`src/rtl/fetch_pkg.sv`:
```
// Shared definitions for the instruction fetch unit and its prefetch buffer.
// Latency: n/a (types and constants only).
// Backpressure: n/a.
package fetch_pkg;

    // Default address / instruction width of the fetch path.
    localparam int DEFAULT_XLEN = 32;

    // Every instruction is one aligned 32-bit word.
    localparam int INSTR_BYTES = 4;

    // One prefetch buffer entry: the fetched word and the address it came from.
    typedef struct packed {
        logic [DEFAULT_XLEN-1:0] pc;
        logic [DEFAULT_XLEN-1:0] instr;
    } fetch_entry_t;

endpackage

```
`src/rtl/fetch_fifo.sv`:
```
// Prefetch buffer: DEPTH-entry circular FIFO with a combinational head read.
// Latency: a push is visible at the head one cycle later; a pop frees its slot at once.
// Backpressure: a push while full is dropped unless a pop happens in the same cycle.
//
// Ports:
//   clk, rst              clock, asynchronous active-high reset
//   flush                 empty the buffer; overrides push and pop
//   push_vld, push_dat    write one entry at the tail
//   pop_vld               remove the head entry (ignored while empty)
//   head_dat              current head entry, valid while !empty
//   full, empty, count    occupancy status
module fetch_fifo
    import fetch_pkg::*;
#(
    parameter int  DEPTH   = 4,
    parameter type entry_t = fetch_entry_t
) (
    input  logic                   clk,
    input  logic                   rst,
    input  logic                   flush,
    input  logic                   push_vld,
    input  entry_t                 push_dat,
    input  logic                   pop_vld,
    output entry_t                 head_dat,
    output logic                   full,
    output logic                   empty,
    output logic [$clog2(DEPTH):0] count
);

    localparam int PTR_W = $clog2(DEPTH);
    localparam int CNT_W = PTR_W + 1;

    entry_t             mem_q [DEPTH];
    logic [PTR_W-1:0]   wr_ptr_q, wr_ptr_d;
    logic [PTR_W-1:0]   rd_ptr_q, rd_ptr_d;
    logic [CNT_W-1:0]   count_q, count_d;
    logic               do_push;
    logic               do_pop;

    assign full     = (count_q == CNT_W'(DEPTH));
    assign empty    = (count_q == '0);
    assign count    = count_q;
    assign head_dat = mem_q[rd_ptr_q];

    // A full buffer may still accept a write when its head leaves this cycle.
    assign do_pop  = pop_vld && !empty && !flush;
    assign do_push = push_vld && (!full || do_pop) && !flush;

    always_comb begin
        wr_ptr_d = wr_ptr_q;
        rd_ptr_d = rd_ptr_q;
        count_d  = count_q;
        if (flush) begin
            wr_ptr_d = '0;
            rd_ptr_d = '0;
            count_d  = '0;
        end else begin
            if (do_push) begin
                wr_ptr_d = wr_ptr_q + PTR_W'(1);
            end
            if (do_pop) begin
                rd_ptr_d = rd_ptr_q + PTR_W'(1);
            end
            if (do_push && !do_pop) begin
                count_d = count_q + CNT_W'(1);
            end else if (do_pop && !do_push) begin
                count_d = count_q - CNT_W'(1);
            end
        end
    end

    always_ff @(posedge clk or posedge rst) begin
        if (rst) begin
            wr_ptr_q <= '0;
            rd_ptr_q <= '0;
            count_q  <= '0;
        end else begin
            wr_ptr_q <= wr_ptr_d;
            rd_ptr_q <= rd_ptr_d;
            count_q  <= count_d;
        end
    end

    // Storage needs no reset: count_q alone decides which slots are meaningful.
    always_ff @(posedge clk) begin
        if (do_push) begin
            mem_q[wr_ptr_q] <= push_dat;
        end
    end

endmodule

```
`src/rtl/instr_fetch_unit.sv`:
```
// Instruction fetch unit: issues sequential word fetches, buffers responses, handles redirects.
// Latency: request accepted in cycle N -> response N+1 at the earliest -> instr_valid in N+2.
// Backpressure: requests stop while buffered + outstanding reaches DEPTH; decode stalls via instr_ready.
//
// Ports:
//   clk, rst                       clock, asynchronous active-high reset
//   redirect_valid, redirect_pc    flush everything and restart fetch at redirect_pc (word aligned)
//   imem_req_valid/ready/addr      fetch request channel to instruction memory
//   imem_rsp_valid/data            in-order responses, one per accepted request
//   instr_valid/ready/data/pc      buffered instruction stream towards decode
//   fetch_count, drop_total        performance counters, only with FETCH_PERF_EN defined
//
// Build option: define FETCH_PERF_EN to add the fetch_count / drop_total counters and ports.
module instr_fetch_unit
    import fetch_pkg::*;
#(
    parameter int               XLEN     = DEFAULT_XLEN,
    parameter int               DEPTH    = 4,
    parameter logic [XLEN-1:0]  RESET_PC = {XLEN{1'b0}}
) (
    input  logic            clk,
    input  logic            rst,
    input  logic            redirect_valid,
    input  logic [XLEN-1:0] redirect_pc,
    output logic            imem_req_valid,
    input  logic            imem_req_ready,
    output logic [XLEN-1:0] imem_req_addr,
    input  logic            imem_rsp_valid,
    input  logic [XLEN-1:0] imem_rsp_data,
    output logic            instr_valid,
    input  logic            instr_ready,
    output logic [XLEN-1:0] instr_data,
    output logic [XLEN-1:0] instr_pc
`ifdef FETCH_PERF_EN
    ,
    output logic [31:0]     fetch_count,
    output logic [15:0]     drop_total
`endif
);

    localparam int              CNT_W            = $clog2(DEPTH) + 1;
    localparam logic [XLEN-1:0] ALIGN_MASK       = ~(XLEN'(INSTR_BYTES - 1));
    localparam logic [XLEN-1:0] RESET_PC_ALIGNED = RESET_PC & ALIGN_MASK;
    localparam logic [CNT_W:0]  CREDIT_LIMIT     = (CNT_W + 1)'(DEPTH);

    // Same layout as fetch_entry_t, sized by this instance's XLEN.
    typedef struct packed {
        logic [XLEN-1:0] pc;
        logic [XLEN-1:0] instr;
    } entry_t;

    logic [XLEN-1:0]  fetch_pc_q, fetch_pc_d;
    // Address of the next response that will be kept. Requests after a redirect are
    // strictly sequential and stale responses are dropped, so this needs no per-request queue.
    logic [XLEN-1:0]  rsp_pc_q, rsp_pc_d;
    logic [CNT_W-1:0] outstanding_q, outstanding_d;
    logic [CNT_W-1:0] drop_count_q, drop_count_d;

    logic [XLEN-1:0]  redirect_target;
    logic [CNT_W-1:0] fifo_count;
    logic             fifo_full;
    logic             fifo_empty;
    entry_t           fifo_head;
    entry_t           fifo_push_dat;
    logic             credit_ok;
    logic             req_fire;
    logic             rsp_drop;
    logic             rsp_keep;
    logic             instr_pop;

    assign redirect_target = redirect_pc & ALIGN_MASK;

    // Every buffered entry and every request still in flight holds one buffer slot,
    // so a response can always be written when it arrives.
    assign credit_ok = !fifo_full &&
                       (({1'b0, fifo_count} + {1'b0, outstanding_q}) < CREDIT_LIMIT);

    // Gated by rst so the request is low while reset is held and rises in the first cycle after.
    assign imem_req_valid = !rst && !redirect_valid && credit_ok;
    assign imem_req_addr  = fetch_pc_q & ALIGN_MASK;
    assign req_fire       = imem_req_valid && imem_req_ready;

    // A response arriving during a redirect belongs to the old stream as well.
    assign rsp_drop = imem_rsp_valid && (redirect_valid || (drop_count_q != '0));
    assign rsp_keep = imem_rsp_valid && !rsp_drop;

    assign instr_valid = !fifo_empty;
    assign instr_data  = fifo_head.instr;
    assign instr_pc    = fifo_head.pc;
    assign instr_pop   = instr_valid && instr_ready && !redirect_valid;

    assign fifo_push_dat = '{pc: rsp_pc_q, instr: imem_rsp_data};

    fetch_fifo #(
        .DEPTH   (DEPTH),
        .entry_t (entry_t)
    ) u_fetch_fifo (
        .clk      (clk),
        .rst      (rst),
        .flush    (redirect_valid),
        .push_vld (rsp_keep),
        .push_dat (fifo_push_dat),
        .pop_vld  (instr_pop),
        .head_dat (fifo_head),
        .full     (fifo_full),
        .empty    (fifo_empty),
        .count    (fifo_count)
    );

    always_comb begin
        fetch_pc_d    = fetch_pc_q;
        rsp_pc_d      = rsp_pc_q;
        outstanding_d = outstanding_q;
        drop_count_d  = drop_count_q;

        // Outstanding counts every response, kept or dropped.
        if (req_fire && !imem_rsp_valid) begin
            outstanding_d = outstanding_q + CNT_W'(1);
        end else if (imem_rsp_valid && !req_fire) begin
            outstanding_d = outstanding_q - CNT_W'(1);
        end

        if (redirect_valid) begin
            fetch_pc_d = redirect_target;
            rsp_pc_d   = redirect_target;
            // Everything still in flight is stale; the response landing now is dropped directly.
            drop_count_d = (imem_rsp_valid && (outstanding_q != '0)) ?
                           (outstanding_q - CNT_W'(1)) : outstanding_q;
        end else begin
            if (req_fire) begin
                fetch_pc_d = fetch_pc_q + XLEN'(INSTR_BYTES);
            end
            if (rsp_keep) begin
                rsp_pc_d = rsp_pc_q + XLEN'(INSTR_BYTES);
            end
            if (rsp_drop) begin
                drop_count_d = drop_count_q - CNT_W'(1);
            end
        end
    end

    always_ff @(posedge clk or posedge rst) begin
        if (rst) begin
            fetch_pc_q    <= RESET_PC_ALIGNED;
            rsp_pc_q      <= RESET_PC_ALIGNED;
            outstanding_q <= '0;
            drop_count_q  <= '0;
        end else begin
            fetch_pc_q    <= fetch_pc_d;
            rsp_pc_q      <= rsp_pc_d;
            outstanding_q <= outstanding_d;
            drop_count_q  <= drop_count_d;
        end
    end

`ifdef FETCH_PERF_EN
    logic [31:0] fetch_count_q, fetch_count_d;
    logic [15:0] drop_total_q, drop_total_d;

    always_comb begin
        fetch_count_d = fetch_count_q;
        drop_total_d  = drop_total_q;
        if (instr_pop) begin
            fetch_count_d = fetch_count_q + 32'd1;
        end
        if (rsp_drop && (drop_total_q != 16'hFFFF)) begin
            drop_total_d = drop_total_q + 16'd1;
        end
    end

    always_ff @(posedge clk or posedge rst) begin
        if (rst) begin
            fetch_count_q <= '0;
            drop_total_q  <= '0;
        end else begin
            fetch_count_q <= fetch_count_d;
            drop_total_q  <= drop_total_d;
        end
    end

    assign fetch_count = fetch_count_q;
    assign drop_total  = drop_total_q;
`endif

endmodule

```
`config.mk`:
```
export PLATFORM = sky130hd
export DESIGN_NAME = instr_fetch_unit
export DESIGN_NICKNAME = d
export VERILOG_FILES = /design/src/rtl/fetch_pkg.sv /design/src/rtl/fetch_fifo.sv /design/src/rtl/instr_fetch_unit.sv
export SDC_FILE = /design/constraint.sdc
export NUM_CORES = 1
export LEC_CHECK = 0
export BUFFER_PORTS_ARGS = -buffer_cell sky130_fd_sc_hd__buf_2
export CORE_UTILIZATION = 50
export CTS_BUF_LIST = sky130_fd_sc_hd__clkbuf_2
export DETAILED_ROUTE_END_ITERATION = 16
export HOLD_SLACK_MARGIN = 0.15
export PLACE_DENSITY = 0.82
export SETUP_SLACK_MARGIN = 0.2
export SKIP_LAST_GASP = 1
export SLEW_MARGIN = 20
export SYNTH_ARGS = -nofsm -noshare
export SYNTH_HDL_FRONTEND = slang
export SYNTH_SLANG_ARGS = --single-unit
```
`constraint.sdc`:
```
create_clock -name clk -period 3.2 [get_ports clk]
set_clock_uncertainty 0.05 [all_clocks]
set_input_delay 0.48 -clock clk [delete_from_list [all_inputs] [get_ports clk]]
set_output_delay 0.48 -clock clk [all_outputs]
set_load 0.03 [all_outputs]
```
==> run metrics <==
Die Y-Extent=165 um; WL/cell=18.7 um; WL final=28.0 mm; clk root buf=clkbuf_2; gr usage total=21.1%; Reg area=9280 um^2; worst skew pair latency=slightly above 0.8 ns; first-pass GRT wire length=about 43 mm; Multi-input gate area=3790 um^2; met2 Track Usage GR=around a third; RSZ-0062 raised after global routing=yes; n_diodes=0; Post-DRT Antenna Nets=0; htree depth=3; leak pwr=a little under 6 nW; P per Cell Area=about 660 nW/um^2; CTS sink count=about 320; final hold viol count=0; most common cell in the netlist=edfxtp_1; Mean Syn Cell Area=approximately 17 um^2; crit-path cells=ha_2 -> or3_4 -> a2111oi_4 -> buf_6 -> buf_6; Fillers=1,875; GRT Max-Usage Layer=met2; setup TNS=0 ns; FMAX=approximately 350 MHz; Worst-Margin Slew=0.599 ns; distinct cell type count after synthesis=56; met1 Track Usage GR=27.9%; GPL Wtd Cong=0.882; CP arrival=2.35 ns; layout cells sized above 1=35.3%; total power=0.0106 W; Worst Path Max Fanout=2; clock buffer depth=3; max_cap viols=0; worst hold path type=in -> reg; global route overflow=0; critical setup path kind=reg -> out; Slew Viols, Final=0; most frequent cells after synthesis=edfxtp_1, dfrtp_1, mux4_2; final setup violation count=0; largest area contributor in the netlist=edfxtp_1; Die ar.=27,200 um^2; Cells after Synth=787; Initial Util=around half; post-synth top area share=around 56%; CTS buffer count=78; EDFF count, synth=248; most used cell, CP=buf_6; VDD IR max=~530 uV; Synth Warn #=0; Top FF cell, synth=edfxtp_1; Async SR Flop Fraction=22.7%; core area=26,100 um^2; drt first pass iters=5; vias in the first global route=~8,400; largest net degree at the start of global routing=63; die width=about 160 um; Worst-path clk slew=~0.11 ns; status=finished clean; fin crit period=2.88 ns; # nets final=1,186; initial antenna violation count=1; I/O Pins=168; DRC viols=0; flops & latches, synth=321; post-DP HPWL=16.6 mm; Slew HR=59.7%; Vias/cell=between 5 and 6; CP bufs+invs=2; CP required=2.67 ns; PortBufs=161; routing usage on met3=4.70%; largest cells by area after synthesis=edfxtp_1, dfrtp_1, mux4_2; Syn Std Cell Area=13,200 um^2; vias=8,278; TritonCTS clock tree=yes; cell row count=59; Startpoint Class=register; Largest stage delay, worst path=0.43 ns; sequential cell area fraction in the yosys report=70.0%; drt first-iter violations=about 660; crit share post-route=approximately nine tenths; synth-to-layout area growth=22.4%; Hold WS=0.358 ns; CP max-delay cell=dfrtp_1; delay-heaviest family, CP=flip-flops; Crit. End Element=primary output
[layout make-up]
class | count | share of cell area, %
Clock buffer | 112 | 3.46
Clock inverter | 27 | 1.47
Inverter | 22 | 0.532
Multi-Input combinational cell | 415 | 23.4
Sequential cell | 321 | 57.2
Tap cell | 335 | 2.59
Timing Repair Buffer | 263 | 11.4
[cells in the final DEF, fill, tap and decap left out, drive strengths merged, types with 5 or more instances in the layout]
master / instances
and3: 13
o31a: 7
nor4: 7
nand2: 44
xor2: 24
o21ai: 20
a31oi: 10
buf: 193
or3: 8
nand3: 21
edfxtp: 248
nand4: 22
and2: 8
nor2: 32
a21oi: 17
bufinv: 5
and4: 5
dlygate4sd3: 70
xnor2: 23
clkbuf: 112
nor3: 10
clkinv: 22
ha: 14
inv: 21
dfrtp: 73
mux4: 62
mux2: 12
[power by group]
group / switching (W) / total (W) / internal [W]
Sequential: 0.000259 / 0.00500 / 0.00475
Combinational: 0.00158 / 0.00274 / 0.00116
Clock: 0.00154 / 0.00289 / 0.00134
[per-stage QoR]
stage	setup WS, ns	instance area [um^2]	util, %	instances
5_1_grt	0.162	16200	62.2	1495
4_1_cts	0.169	16200	62.1	1492
2_1_floorplan	0.316	13300	-	790
6_report	0.322	16200	62.2	1495
3_5_place_dp	0.327	14600	56.0	1276
3_3_place_gp	0.430	14600	56.0	1276
[kinds of logic after synthesis]
group           Yosys count  share of synthesized area, %
compound gates           88                          4.58
buf+inv                  54                          1.67
flops                   321                          70.0
xor+xnor                 47                          3.11
mux                      75                          11.6
simple gates            186                          7.51
other cells               1                        0.0283
fa+ha+maj                15                          1.47
[worst paths after layout]
kind                                  startpoint                         to  slack [ns]  depth (start not counted)
setup / recovery           u_fetch_fifo.count[1]             imem_req_valid        0.32                          5
hold / removal                 imem_rsp_data[17]  u_fetch_fifo.mem_q[0][17]        0.36                          2
setup reg to reg                 drop_count_q[0]      u_fetch_fifo.count[1]        0.37                          8
hold reg to reg                     rsp_pc_q[27]  u_fetch_fifo.mem_q[1][59]        0.49                          0
max in group asynchronous                    rst               rsp_pc_q[20]        1.46                          5
min in group asynchronous                    rst      u_fetch_fifo.count[1]        0.76                          4
[state kept, by name (all words and copies together), names as in the netlist]
register / cells
u_fetch_fifo.wr_ptr_q: 2
u_fetch_fifo.mem_q: 248
fetch_pc_q: 30
outstanding_q: 3
u_fetch_fifo.rd_ptr_q: 2
drop_count_q: 3
u_fetch_fifo.count: 3
rsp_pc_q: 30
[layer usage]
metal  vias up  wire length [um]
met5         -                 0
met4         0               524
met3        57              1900
met2       369             13700
met1      4078             11900
li1       3774                 -
[repair_timing]
item	in CTS	in global routing
gates resized for setup	5	4
hold buffers	70	0
pin swaps	1	3
hold endpoints to repair	262	0
setup endpoints to repair	63	15
setup buffers	7	3
Power figures use the tool's default switching activity.
